==> src/rtl/led_ctrl_pkg.sv <==
// -----------------------------------------------------------------------------
// led_ctrl_pkg
// Shared types for the LED count controller. It holds the command opcodes and
// the controller state encoding. The encodings are visible at the ports
// (cmd_op, ctrl_state), so they are pinned explicitly here.
// -----------------------------------------------------------------------------
package led_ctrl_pkg;

    // Command opcodes carried on cmd_op.
    typedef enum logic [1:0] {
        OP_RUN   = 2'b00,
        OP_PAUSE = 2'b01,
        OP_STEP  = 2'b10,
        OP_LOAD  = 2'b11
    } cmd_op_t;

    // Controller states reported on ctrl_state. 2'b11 is unused.
    typedef enum logic [1:0] {
        ST_IDLE = 2'b00,
        ST_RUN  = 2'b01,
        ST_STEP = 2'b10
    } ctrl_state_t;

endpackage : led_ctrl_pkg

==> src/rtl/rise_detect.sv <==
// -----------------------------------------------------------------------------
// rise_detect
// Rising-edge detector for the slow divided_clk level. It is sampled in the
// clk domain, so it produces a one-clk-wide pulse for each low-to-high
// transition of the level.
//
// Ports
//   clk   in   system clock
//   reset in   synchronous active-low reset
//   level in   slow level to watch (divided_clk)
//   rise  out  level && !prev_clk, combinational from the registered history
// -----------------------------------------------------------------------------
module rise_detect (
    input  logic clk,
    input  logic reset,
    input  logic level,
    output logic rise
);

    logic prev_clk;

    // prev_clk resets high. If level is already high when reset releases, it
    // therefore does not produce a spurious edge.
    // NOTE: sequential state uses non-blocking assignments so every flop
    // samples its inputs from before the edge, whatever the statement order.
    always_ff @(posedge clk) begin
        if (!reset) begin
            prev_clk <= 1'b1;
        end else begin
            prev_clk <= level;
        end
    end

    assign rise = level && !prev_clk;

endmodule : rise_detect

==> src/rtl/led_count_ctrl.sv <==
// -----------------------------------------------------------------------------
// led_count_ctrl
// Up/down LED counter. Each rising edge of divided_clk is one count tick. A
// small command FSM controls the counter: IDLE ignores ticks, RUN counts every
// tick, and STEP counts exactly one tick and then returns to IDLE. LOAD
// overwrites the count. The count either wraps or saturates at the terminal
// value for the current direction. A tick taken at the terminal value raises
// term_pulse for one cycle.
//
// Ports
//   clk         in   system clock; all state changes on posedge
//   reset       in   synchronous active-low reset
//   divided_clk in   slow level; each rising edge is one tick
//   cmd_valid   in   command request
//   cmd_op      in   00 RUN, 01 PAUSE, 10 STEP, 11 LOAD
//   cmd_arg     in   load value (LOAD only)
//   cmd_ready   out  high in IDLE and RUN, low in STEP
//   count_up    in   1 increment, 0 decrement (sampled per tick)
//   sat_mode    in   1 saturate, 0 wrap (sampled per tick)
//   led_count   out  registered count
//   ctrl_state  out  IDLE 00, RUN 01, STEP 10
//   term_pulse  out  one-cycle pulse after a tick taken at the terminal value
// -----------------------------------------------------------------------------
module led_count_ctrl
    import led_ctrl_pkg::*;
#(
    parameter int WIDTH = 8
) (
    input  logic             clk,
    input  logic             reset,
    input  logic             divided_clk,
    input  logic             cmd_valid,
    input  logic [1:0]       cmd_op,
    input  logic [WIDTH-1:0] cmd_arg,
    output logic             cmd_ready,
    input  logic             count_up,
    input  logic             sat_mode,
    output logic [WIDTH-1:0] led_count,
    output logic [1:0]       ctrl_state,
    output logic             term_pulse
);

    localparam logic [WIDTH-1:0] MAX_COUNT = '1;
    localparam logic [WIDTH-1:0] ONE       = {{(WIDTH-1){1'b0}}, 1'b1};

    // Next count for one tick. Wrap and saturation are handled at both ends.
    function automatic logic [WIDTH-1:0] step_count(
        input logic [WIDTH-1:0] cur,
        input logic             up,
        input logic             sat
    );
        if (up) begin
            if (cur == MAX_COUNT) return sat ? MAX_COUNT : '0;
            return cur + ONE;
        end
        if (cur == '0) return sat ? '0 : MAX_COUNT;
        return cur - ONE;
    endfunction

    ctrl_state_t state;
    cmd_op_t     op;
    logic        tick;
    logic        cmd_accept;
    logic        load_accept;
    logic        tick_taken;
    logic        at_terminal;

    rise_detect u_rise_detect (
        .clk   (clk),
        .reset (reset),
        .level (divided_clk),
        .rise  (tick)
    );

    assign op          = cmd_op_t'(cmd_op);
    assign cmd_accept  = cmd_valid && cmd_ready;
    assign load_accept = cmd_accept && (op == OP_LOAD);

    // A tick counts only in RUN or STEP. An accepted LOAD in the same cycle
    // takes priority, and that tick is dropped. LOAD cannot be accepted in
    // STEP, because cmd_ready is low there.
    assign tick_taken  = tick && (state != ST_IDLE) && !load_accept;
    assign at_terminal = count_up ? (led_count == MAX_COUNT) : (led_count == '0);

    assign ctrl_state  = state;

    // One-process FSM. cmd_ready is registered next to the state, so it is a
    // clean flop output that is always equal to (state != ST_STEP).
    always_ff @(posedge clk) begin
        if (!reset) begin
            state      <= ST_IDLE;
            cmd_ready  <= 1'b1;
            led_count  <= '0;
            term_pulse <= 1'b0;
        end else begin
            term_pulse <= tick_taken && at_terminal;

            if (load_accept) begin
                led_count <= cmd_arg;
            end else if (tick_taken) begin
                led_count <= step_count(led_count, count_up, sat_mode);
            end

            unique case (state)
                ST_IDLE: begin
                    if (cmd_accept) begin
                        unique case (op)
                            OP_RUN: begin
                                state     <= ST_RUN;
                                cmd_ready <= 1'b1;
                            end
                            OP_STEP: begin
                                state     <= ST_STEP;
                                cmd_ready <= 1'b0;
                            end
                            OP_PAUSE, OP_LOAD: begin
                                state     <= ST_IDLE;
                                cmd_ready <= 1'b1;
                            end
                        endcase
                    end
                end

                ST_RUN: begin
                    if (cmd_accept) begin
                        unique case (op)
                            OP_PAUSE: begin
                                state     <= ST_IDLE;
                                cmd_ready <= 1'b1;
                            end
                            OP_STEP: begin
                                state     <= ST_STEP;
                                cmd_ready <= 1'b0;
                            end
                            OP_RUN, OP_LOAD: begin
                                state     <= ST_RUN;
                                cmd_ready <= 1'b1;
                            end
                        endcase
                    end
                end

                // The first tick is counted (via tick_taken above). The state
                // returns to IDLE in that same update.
                ST_STEP: begin
                    if (tick) begin
                        state     <= ST_IDLE;
                        cmd_ready <= 1'b1;
                    end
                end

                default: begin
                    state     <= ST_IDLE;
                    cmd_ready <= 1'b1;
                end
            endcase
        end
    end

endmodule : led_count_ctrl

==> config.mk <==
export PLATFORM = sky130hd
export DESIGN_NAME = led_count_ctrl
export DESIGN_NICKNAME = d
export VERILOG_FILES = /design/src/rtl/led_ctrl_pkg.sv /design/src/rtl/rise_detect.sv /design/src/rtl/led_count_ctrl.sv
export SDC_FILE = /design/constraint.sdc
export NUM_CORES = 1
export LEC_CHECK = 0
export BUFFER_PORTS_ARGS = -buffer_cell sky130_fd_sc_hd__buf_2
export CAP_MARGIN = 40
export CELL_PAD_IN_SITES_DETAIL_PLACEMENT = 0
export CELL_PAD_IN_SITES_GLOBAL_PLACEMENT = 2
export CORE_MARGIN = 5
export CORE_UTILIZATION = 27
export DETAILED_ROUTE_END_ITERATION = 8
export PLACE_DENSITY = 0.75
export RECOVER_POWER = 25
export SLEW_MARGIN = 40
export SYNTH_ARGS = -nofsm -noshare
export SYNTH_HDL_FRONTEND = slang
export SYNTH_HIERARCHICAL = 1
export SYNTH_SLANG_ARGS = --single-unit
==> constraint.sdc <==
create_clock -name clk -period 1.6 [get_ports clk]
set_clock_uncertainty 0.05 [all_clocks]
set_input_delay 0.08 -clock clk [delete_from_list [all_inputs] [get_ports clk]]
set_output_delay 0.08 -clock clk [all_outputs]
set_load 0.01 [all_outputs]
==> impl_metrics.csv <==
group,metric,value,unit
finish,nFillCells,413,
worst_setup_path,crit_path_max_fanout,4,
finish,synthToLayoutAreaGrowth,55.9,%
global_route,grt_max_degree,15,
timing,slew_headroom,67.0,%
routing,avgRoutedWirePerCell,15.4,µm
worst_setup_path,r2r_start,"led_count[0]$_SDFFE_PN0P_",
finish,layout.cells.most_common,"buf_4",
worst_setup_path,r2r-end,"led_count[4]$_SDFFE_PN0P_",
finish,drive_above_1_share,47.0,%
die,rows,23,
outcome,status,"complete, but fails checks",
min_path,min_delay_path_depth,2,
place,portBuffers,27,
routing,dr.pass1.iters,4,
pwr,total_power,1.08,mW
finish,stdcell_count,252,
timing,finalSetupTns,-508,ps
clock_tree,cts.sinks,13,
die,io-pin-count,28,
routing,drtIter0Drc,54,
outcome,violations,"negative setup slack",
timing,min_period,1690,ps
clock_tree,numCtsBuffers,3,
pwr,vdd_ir_drop_max,0.000420,V
clock_tree,cts.path.max_buffers,2,
min_path,hold_end,"cmd_ready$_SDFFE_PN1P_",
clock_tree,cts_max_level,1,
clock_tree,root_buffer,"clkbuf_8",
logic_synthesis,yosysSeqAreaShare,23.2,%
min_path,hp-class,"primary input to flip-flop",
clock_tree,insertion_delay,240,ps
run,drv_cap,0,
pwr,powerDensity,617,mW/mm²
logic_synthesis,ys_seq_elements,13,
worst_setup_path,path_class,"flip-flop to flip-flop",
finish,antennaDiodeCount,0,
die,die_height,74.5,µm
timing,period_share,106,%
timing,layout_setup_ws,-88.6,ps
logic_synthesis,synth_area_per_cell,8.25,µm²
min_path,hold_start,"reset",
timing,drv_slew,0,
timing,hold_viol,0,
routing,via_per_inst,5.33,
logic_synthesis,synth.net_count,158,
worst_setup_path,crit_path_start_kind,"flip-flop",
routing,num_vias,1344,
place,placed_cell_area,0.00164,mm²
global_route,antenna_found_initial,0,
place,post-dp-hpwl,3.00,mm
timing,setup-violations-final,8,
routing,routed_wl,3.88,mm
clock_tree,tritoncts,"yes",
logic_synthesis,syn_area,0.00112,mm²
logic_synthesis,synth_cell_types,50,
finish,stdcell_area,0.00175,mm²
global_route,overflow,0,
die,dieArea,0.00555,mm²
finish,finalNetCount,225,
die,dieWidth,74.5,µm
place,place_inst,246,
worst_setup_path,crit_required,1680,ps
global_route,grt_pass1_wl,6.17,mm
finish,final_cell_mix,"40 x buf_4, 25 x buf_2, 10 x nand2_1",
global_route,grt_pass1_vias,1350,
timing,rsz0062_at_grt,"true",
worst_setup_path,reg2reg_depth,7,
logic_synthesis,ys_warn_count,6,
die,coreArea,0.00403,mm²
die,initial_core_util,27.9,%
pwr,leakage,0.739,nW
routing,drcViolationCount,0,
clock_tree,clk_pin_slew,60,ps
global_route,grtUsageTotal,14.1,%
place,globalplace.congestion,0.891,
timing,tightest_slew,494,ps
worst_setup_path,ff2ff_setup_slack,-90,ps
timing,max_clock_freq,592,MHz
worst_setup_path,end_kind,"flip-flop",
worst_setup_path,arrival,1770,ps
logic_synthesis,synthCells,136,
routing,final_antenna_net_count,0,
## area by class of cell
cell class / instances / area [µm²] / area share (%)
multi-input combinational: 109 / 882 / 50.4
timing repair buffer: 71 / 470 / 26.9
sequential: 13 / 268 / 15.3
tap: 50 / 62.6 / 3.58
clock buffer: 4 / 45.0 / 2.58
inverter: 5 / 21.3 / 1.22
## what timing repair did
| item | 4_1_cts | 5_1_grt |
|---|---|---|
| buffers inserted | 1 | 0 |
| endpoints found under the hold margin | 1 | 0 |
| pin swaps | 4 | 1 |
| hold buffers | 1 | 0 |
| gates resized for setup | 10 | 5 |
| gates cloned | 0 | 0 |
| endpoints found under the setup margin | 9 | 9 |
## through the flow
stage	worst slack, ps	hold WS [ps]	util [%]
3_5_place_dp	-143	233	40.6
6_report	-88.6	90.2	43.4
5_1_grt	-197	100	43.4
3_3_place_gp	-129	235	40.6
2_1_floorplan	4.82	103	-
4_1_cts	-92.0	87.6	43.1
## metal layers
| metal | track usage, % | wire, µm | vias to the layer above |
|---|---|---|---|
| li1 | - | - | 672 |
| met1 | 18.1 | 1780 | 633 |
| met5 | 0 | 0 | - |
| met3 | 3.78 | 230 | 5 |
| met2 | 24.3 | 1860 | 34 |
| met4 | 1.98 | 17 | 0 |
## registers in the layout, indices dropped and copies added (netlist names)
register,cells
led_count,8
u_rise_detect/prev_clk,1
ctrl_state,2
term_pulse,1
cmd_ready,1
## synthesized netlist by cell type (all sizes together)
cell     count  area (µm²)
mux4         1        22.5
a31oi        7        43.8
a21bo        1        10.0
o21a         3        22.5
nor2b        3        26.3
a21oi        8        43.8
inv          5        18.8
and2         4        25.0
o2111a       1        11.3
a221o        1        10.0
a31o         1        8.76
o21ai        7        35.0
o311ai       1        8.76
nand3        7        35.0
o31ai        2        15.0
dfxtp       13         260
and3         3        18.8
nand2b       4        25.0
or4b         1        10.0
nor3         5        30.0
or3b         1        8.76
nor4         1        21.3
clkbuf       6        23.8
a21o         1        7.51
o22ai        3        18.8
or4          2        18.8
a41oi        1        8.76
nor2         3        11.3
o221ai       7        61.3
nand4b       1        8.76
o32ai        1        8.76
mux2i        2        20.0
ha           6        75.1
nand4        3        25.0
nand2       10        37.5
a221oi       1        8.76
nor4b        1        8.76
buf          3        21.3
nor4bb       1        10.0
a2111oi      1        15.0
nand3b       1        7.51
o211ai       1        7.51
nor3b        1        7.51
## critical path, stage by stage (launching register included)
cell,delay (ps)
dfxtp_4,360
inv_4,80
buf_12,100
ha_4,120
or3b_1,330
a221o_1,340
a21oi_2,130
a31oi_1,80
## power by group
part	internal [mW]	total, mW	switching (mW)
Clock	0.176	0.294	0.118
Sequential	0.342	0.365	0.0233
Combinational	0.220	0.421	0.201
Total	0.737	1.08	0.342
## how the worst max path moves through the flow
stage	end	cells after the start	start	slack, ps
3_3_place_gp	led_count[6]$_SDFFE_PN0P_	5	led_count[0]$_SDFFE_PN0P_	-130
6_report	led_count[4]$_SDFFE_PN0P_	7	led_count[0]$_SDFFE_PN0P_	-90
4_1_cts	led_count[4]$_SDFFE_PN0P_	7	led_count[0]$_SDFFE_PN0P_	-90
5_1_grt	led_count[4]$_SDFFE_PN0P_	6	led_count[0]$_SDFFE_PN0P_	-200
2_1_floorplan	led_count[7]$_SDFFE_PN0P_	5	led_count[5]$_SDFFE_PN0P_	5
3_5_place_dp	led_count[5]$_SDFFE_PN0P_	7	led_count[0]$_SDFFE_PN0P_	-140
## logic make-up (layout without fill, tap and decap cells)
group	after synthesis	in the layout	share of synthesized area, %
AND/OR/NAND/NOR	52	52	29.9
AO/OA/AOI/OAI	48	48	30.8
buffers and inverters	14	80	5.69
flip-flops	13	13	23.2
adder cells (fa/ha/maj)	6	6	6.69
multiplexers	3	3	3.79
Power figures use the tool's default switching activity.
